[src/rtl/shift_reg_pkg.sv]
// ---------------------------------------------------------------------------
// shift_reg_pkg
// Shared definitions for the burst shift register: command op codes and the
// two-state controller encoding.
// ---------------------------------------------------------------------------
package shift_reg_pkg;

    localparam logic [2:0] OP_NOP   = 3'b000;
    localparam logic [2:0] OP_LOAD  = 3'b001;
    localparam logic [2:0] OP_SHR   = 3'b010;
    localparam logic [2:0] OP_SHL   = 3'b011;
    localparam logic [2:0] OP_ASR   = 3'b100;
    localparam logic [2:0] OP_ROR   = 3'b101;
    localparam logic [2:0] OP_ROL   = 3'b110;
    localparam logic [2:0] OP_CLEAR = 3'b111;

    typedef enum logic {
        ST_IDLE = 1'b0,
        ST_RUN  = 1'b1
    } state_t;

    // Ops that take a distance and may become multi-cycle bursts.
    function automatic logic is_shift_op(input logic [2:0] op);
        return (op == OP_SHR) || (op == OP_SHL) || (op == OP_ASR) ||
               (op == OP_ROR) || (op == OP_ROL);
    endfunction

endpackage

[src/rtl/shift_step.sv]
// ---------------------------------------------------------------------------
// shift_step
// Combinational single-position shift/rotate.
// Ports:
//   q_i         current register value
//   op_i        operation (SHR/SHL/ASR/ROR/ROL; anything else passes q_i)
//   serial_in_i fill bit for SHR (into MSB) and SHL (into LSB)
//   q_next_o    value after one step
// ---------------------------------------------------------------------------
module shift_step
    import shift_reg_pkg::*;
#(
    parameter int WIDTH = 8
) (
    input  logic [WIDTH-1:0] q_i,
    input  logic [2:0]       op_i,
    input  logic             serial_in_i,
    output logic [WIDTH-1:0] q_next_o
);

    always_comb begin
        q_next_o = q_i;
        case (op_i)
            OP_SHR:  q_next_o = {serial_in_i, q_i[WIDTH-1:1]};
            OP_SHL:  q_next_o = {q_i[WIDTH-2:0], serial_in_i};
            OP_ASR:  q_next_o = {q_i[WIDTH-1], q_i[WIDTH-1:1]};
            OP_ROR:  q_next_o = {q_i[0], q_i[WIDTH-1:1]};
            OP_ROL:  q_next_o = {q_i[WIDTH-2:0], q_i[WIDTH-1]};
            default: q_next_o = q_i;
        endcase
    end

endmodule

[src/rtl/shift_reg_burst.sv]
// ---------------------------------------------------------------------------
// shift_reg_burst
// Universal shift register taking one command per valid/ready handshake.
// Single-cycle ops (NOP, LOAD, CLEAR, zero-distance shifts) complete on the
// accept edge; shifts with a nonzero distance run one position per clock.
//
//   state   | meaning
//   --------+-----------------------------------------------------------
//   ST_IDLE | ready for a command; single-cycle ops execute here
//   ST_RUN  | burst in progress, one step per edge until count reaches 0
//
// Ports:
//   clk, rst           clock, asynchronous active-low reset
//   cmd_valid/ready    command handshake (ready only in IDLE)
//   cmd_op/cnt/par_in  operation, shift distance, parallel load data
//   serial_in          fill bit for SHR/SHL, sampled on each shift edge
//   abort              stops a running burst without a done pulse
//   q, serial_out      register contents, bit leaving on next shift
//   busy, done         burst running, one-cycle completion pulse
// ---------------------------------------------------------------------------
module shift_reg_burst
    import shift_reg_pkg::*;
#(
    parameter  int WIDTH = 8,
    localparam int CNT_W = $clog2(WIDTH + 1)
) (
    input  logic             clk,
    input  logic             rst,
    input  logic             cmd_valid,
    output logic             cmd_ready,
    input  logic [2:0]       cmd_op,
    input  logic [CNT_W-1:0] cmd_cnt,
    input  logic [WIDTH-1:0] par_in,
    input  logic             serial_in,
    input  logic             abort,
    output logic [WIDTH-1:0] q,
    output logic             serial_out,
    output logic             busy,
    output logic             done
);

    state_t           state_q;
    logic [WIDTH-1:0] q_q;
    logic [WIDTH-1:0] step_d;
    logic [CNT_W-1:0] cnt_q;
    logic [CNT_W-1:0] eff_cnt_d;
    logic [2:0]       op_q;
    logic             done_q;

    shift_step #(.WIDTH(WIDTH)) u_step (
        .q_i         (q_q),
        .op_i        (op_q),
        .serial_in_i (serial_in),
        .q_next_o    (step_d)
    );

    // Distances beyond the register width are clamped, rotates included.
    assign eff_cnt_d = (cmd_cnt > CNT_W'(WIDTH)) ? CNT_W'(WIDTH) : cmd_cnt;

    always_ff @(posedge clk or negedge rst) begin
        if (!rst) begin
            state_q <= ST_IDLE;
            q_q     <= '0;
            cnt_q   <= '0;
            op_q    <= OP_NOP;
            done_q  <= 1'b0;
        end else begin
            done_q <= 1'b0;
            case (state_q)
                ST_IDLE: begin
                    if (cmd_valid) begin
                        if (is_shift_op(cmd_op) && (eff_cnt_d != '0)) begin
                            op_q    <= cmd_op;
                            cnt_q   <= eff_cnt_d;
                            state_q <= ST_RUN;
                        end else begin
                            if (cmd_op == OP_LOAD) q_q <= par_in;
                            else if (cmd_op == OP_CLEAR) q_q <= '0;
                            done_q <= 1'b1;
                        end
                    end
                end
                ST_RUN: begin
                    if (abort) begin
                        cnt_q   <= '0;
                        state_q <= ST_IDLE;
                    end else begin
                        q_q   <= step_d;
                        cnt_q <= cnt_q - CNT_W'(1);
                        if (cnt_q == CNT_W'(1)) begin
                            state_q <= ST_IDLE;
                            done_q  <= 1'b1;
                        end
                    end
                end
                default: state_q <= ST_IDLE;
            endcase
        end
    end

    assign q         = q_q;
    assign done      = done_q;
    assign cmd_ready = (state_q == ST_IDLE);
    assign busy      = (state_q == ST_RUN);

    // Left-moving ops shed the MSB; everything else (and IDLE) shows the LSB.
    always_comb begin
        serial_out = q_q[0];
        if ((state_q == ST_RUN) && ((op_q == OP_SHL) || (op_q == OP_ROL)))
            serial_out = q_q[WIDTH-1];
    end

endmodule

[config.mk]
export PLATFORM = sky130hd
export DESIGN_NAME = shift_reg_burst
export DESIGN_NICKNAME = d
export VERILOG_FILES = /design/src/rtl/shift_reg_pkg.sv /design/src/rtl/shift_step.sv /design/src/rtl/shift_reg_burst.sv
export SDC_FILE = /design/constraint.sdc
export NUM_CORES = 1
export LEC_CHECK = 0
export CORE_UTILIZATION = 35
export CTS_CLUSTER_DIAMETER = 80
export DETAILED_ROUTE_END_ITERATION = 12
export PLACE_DENSITY = 0.66
export SYNTH_ARGS = -nofsm -noshare
export SYNTH_HDL_FRONTEND = slang
export SYNTH_SLANG_ARGS = --single-unit
[constraint.sdc]
create_clock -name clk -period 4.7 [get_ports clk]
set_input_delay 0.94 -clock clk [delete_from_list [all_inputs] [get_ports clk]]
set_output_delay 0.94 -clock clk [all_outputs]
set_load 0.03 [all_outputs]
==> run summary <==
outcome -> finished, violations left
failing checks -> DRC
initial core utilization -> 0.383
WL per Instance -> 15.6 microns
Final Setup Violations -> 0
post-route cell area -> 1440 sq um
CP Data Required Time -> 3.76 ns
Worst path max stage delay -> 0.64 ns
unrepaired setup endpoints after global routing -> false
Yosys warnings -> 0
Tcrit/Tclk final -> 0.706
Crit Path Max Fanout -> 12
Hold WC Path Type -> reg -> reg
WHS -> 0.571 ns
hold path depth -> 2
die area -> 3350 sq um
Worst-Margin Slew -> 0.771 ns
Yosys top cell area share -> 0.389
Post-Synth XOR/XNOR Area -> 0.0320
crit path DAT -> 2.38 ns
Adder-Cell Fraction of Synth Area -> 0.0229
DR vias/cell -> 5.72
DRC -> 2
CTS Hold Bufs -> 0
Post-synth ARST share -> 1.00
main combinational cell family by area after synthesis -> compound AO/OA/AOI/OAI gates
crit path kind -> reg -> out
Final nets -> 162
clk_lat worst skew -> 0.29 ns
Endpoint, Worst Hold -> q[1]
Final ANT Viol Nets -> 0
Final Hold Violating Endpoints -> 0
core area -> 2850 sq um
fin crit period -> 3.32 ns
Synth area leaders -> dfrtp_1, a222oi_1, mux2i_1, inv_1, nor4_4
Avg Cell Area, Syn -> 10.1 sq um
Cell Area, Synth -> 1090 sq um
PD cells -> 512 nW/um^2
share of cells above drive strength 1 -> 0.0935
initial antenna violation count -> 0
worst hold path startpoint -> q[1]
Synth Instances -> 108
Cell Chain, Critical Path -> nand2_1 -> nor2_1 -> mux2_2 -> clkdlybuf4s50_1
Post-synth EDFFs -> 0
Area growth syn-to-layout -> 31.5%
cell count after placement -> 166
vias in the first global route -> 939
relative slew slack -> 0.485
TritonCTS clock tree -> done
post-DP HPWL -> 1.98 mm
CTS Buf Count -> 3
Iter 0 DRT Violations -> 61
largest net degree at the start of global routing -> 18
CTS clock-pin slew for the worst setup and hold paths -> 0.10 ns
r2r worst-path depth -> 4
Clock Tree Root -> clkbuf_4
startpoint types -> flip-flop
postcts setup bufs -> 0
Clock Sinks -> 17
total of max-cap violations -> 0
slowest CP cell -> dfrtp_1
Die Ht -> 57.9 microns
RePlAce Congestion -> 0.776
Reg2Reg Setup Slack -> 2.54 ns
vias post-DR -> 973
die span in x -> 57.9 microns
n_diodes -> 0
first-pass GRT wire length -> 4.28 mm
reg2reg start -> busy
largest area contributor in the netlist -> dfrtp_1
row count -> 19
post-synthesis mux area share -> 0.0995
Net Count, Synth -> 130
DP Area -> 1410 sq um
Sum Neg Setup Slack -> 0 ns
remaining global-route overflow -> 0
Max Slew Vio Count -> 0
Post-Synth Simple-Gate Area -> 0.174
ys flop type -> dfrtp_1
Tot GR Track Use -> 0.167
fill cell count -> 289
port buffer count -> 31
leakage power -> 0.566 nW
sequential-to-total area share from yosys stat -> 0.389
Peak Freq -> 301 MHz
VDD IR max -> 0.198 mV
Netlist cell types -> 39
H-tree levels -> 1
CTS resizes -> 0
FF-to-FF End -> q[0]
Finished Layout Cells -> 170
clk buf depth -> 2
flop and latch count out of synthesis -> 17
Clock Skew -> 0.00634 ns
DRT Wirelength -> 2.65 mm
Critical Path End Type -> primary output
DRT Pass-1 Iters -> 8
I/O pin cnt -> 32
Synth Area in Compound Gates -> 0.213
-- state kept, by name (all words and copies together), names as in the netlist --
name and flops:
q 8, cnt_q 4, op_q 3, busy 1, done 1
-- critical path: cells and delay by family (launching register included) --
family	cells	cell delay (ns)
flip-flops	1	0.64
buffers and inverters	1	0.59
AND/OR/NAND/NOR	2	0.48
multiplexers	1	0.38
-- layout by cell type (no fill, tap or decap), drive strengths merged, types with 3 or more instances in the layout --
cell type,instances
dfrtp,17
nor3b,3
clkbuf,4
xnor2,3
nor4,3
inv,12
a21oi,6
nand2,4
mux2i,6
clkdlybuf4s50,31
nor3,4
nor2,8
mux2,4
a222oi,6
o21ai,4
-- logic make-up after synthesis --
kind of cell	Yosys count
buf+inv	16
simple gates	29
fa+ha+maj	2
flops	17
xor+xnor	4
mux	10
compound gates	30
-- area by class of cell --
class,instances,area (sq um),area share
Multi-Input combinational cell,75,592,0.412
Sequential cell,17,425,0.296
Timing Repair Buffer,31,310,0.216
Inverter,12,45.0,0.0313
Tap cell,31,38.8,0.0270
Clock buffer,4,26.3,0.0183
-- per-layer routing --
| metal | wire length [microns] | GRT usage | part of all wire |
|---|---|---|---|
| met2 | 1360 | 0.291 | 0.51 |
| met1 | 1140 | 0.213 | 0.43 |
| met5 | 0 | 0 | 0 |
| met4 | 27 | 0.0510 | 0.010 |
| met3 | 128 | 0.0246 | 0.048 |
-- cell usage after synthesis, drive strengths merged, types with 2 or more instances --
master and instances:
a222oi 6, a221o 2, nor4 3, a21oi 6
mux2 4, o21ai 4, a21o 2, dfrtp 17
mux2i 6, nor3b 3, nand3b 2, buf 4
inv 12, nor3 4, nand2b 2, nand2 4
nor2 8, ha 2, xnor2 3
-- through the flow --
stage	util	total power, W	setup WS [ns]
2_1_floorplan	-	0.000523	2.18
6_report	0.504	0.000736	1.38
4_1_cts	0.504	0.000743	1.38
3_3_place_gp	0.495	0.000648	1.74
5_1_grt	0.504	0.000788	1.21
3_5_place_dp	0.495	0.000660	1.73
-- worst max-delay path by stage --
| stage | from | to | slack [ns] | cells past startpoint |
|---|---|---|---|---|
| detailed placement | busy | serial_out | 1.73 | 4 |
| CTS | busy | serial_out | 1.38 | 4 |
| floorplan | busy | serial_out | 2.18 | 4 |
| global route | busy | serial_out | 1.21 | 4 |
| global placement | busy | serial_out | 1.74 | 4 |
| finish | busy | serial_out | 1.38 | 4 |
-- where the power goes --
part,internal [W],leakage (nW),total (W),switching (W)
Sequential,0.000200,0.218,0.000277,0.0000775
Combinational,0.000178,0.333,0.000379,0.000201
Clock,0.0000330,0.0150,0.0000804,0.0000475
Power figures use the tool's default switching activity.
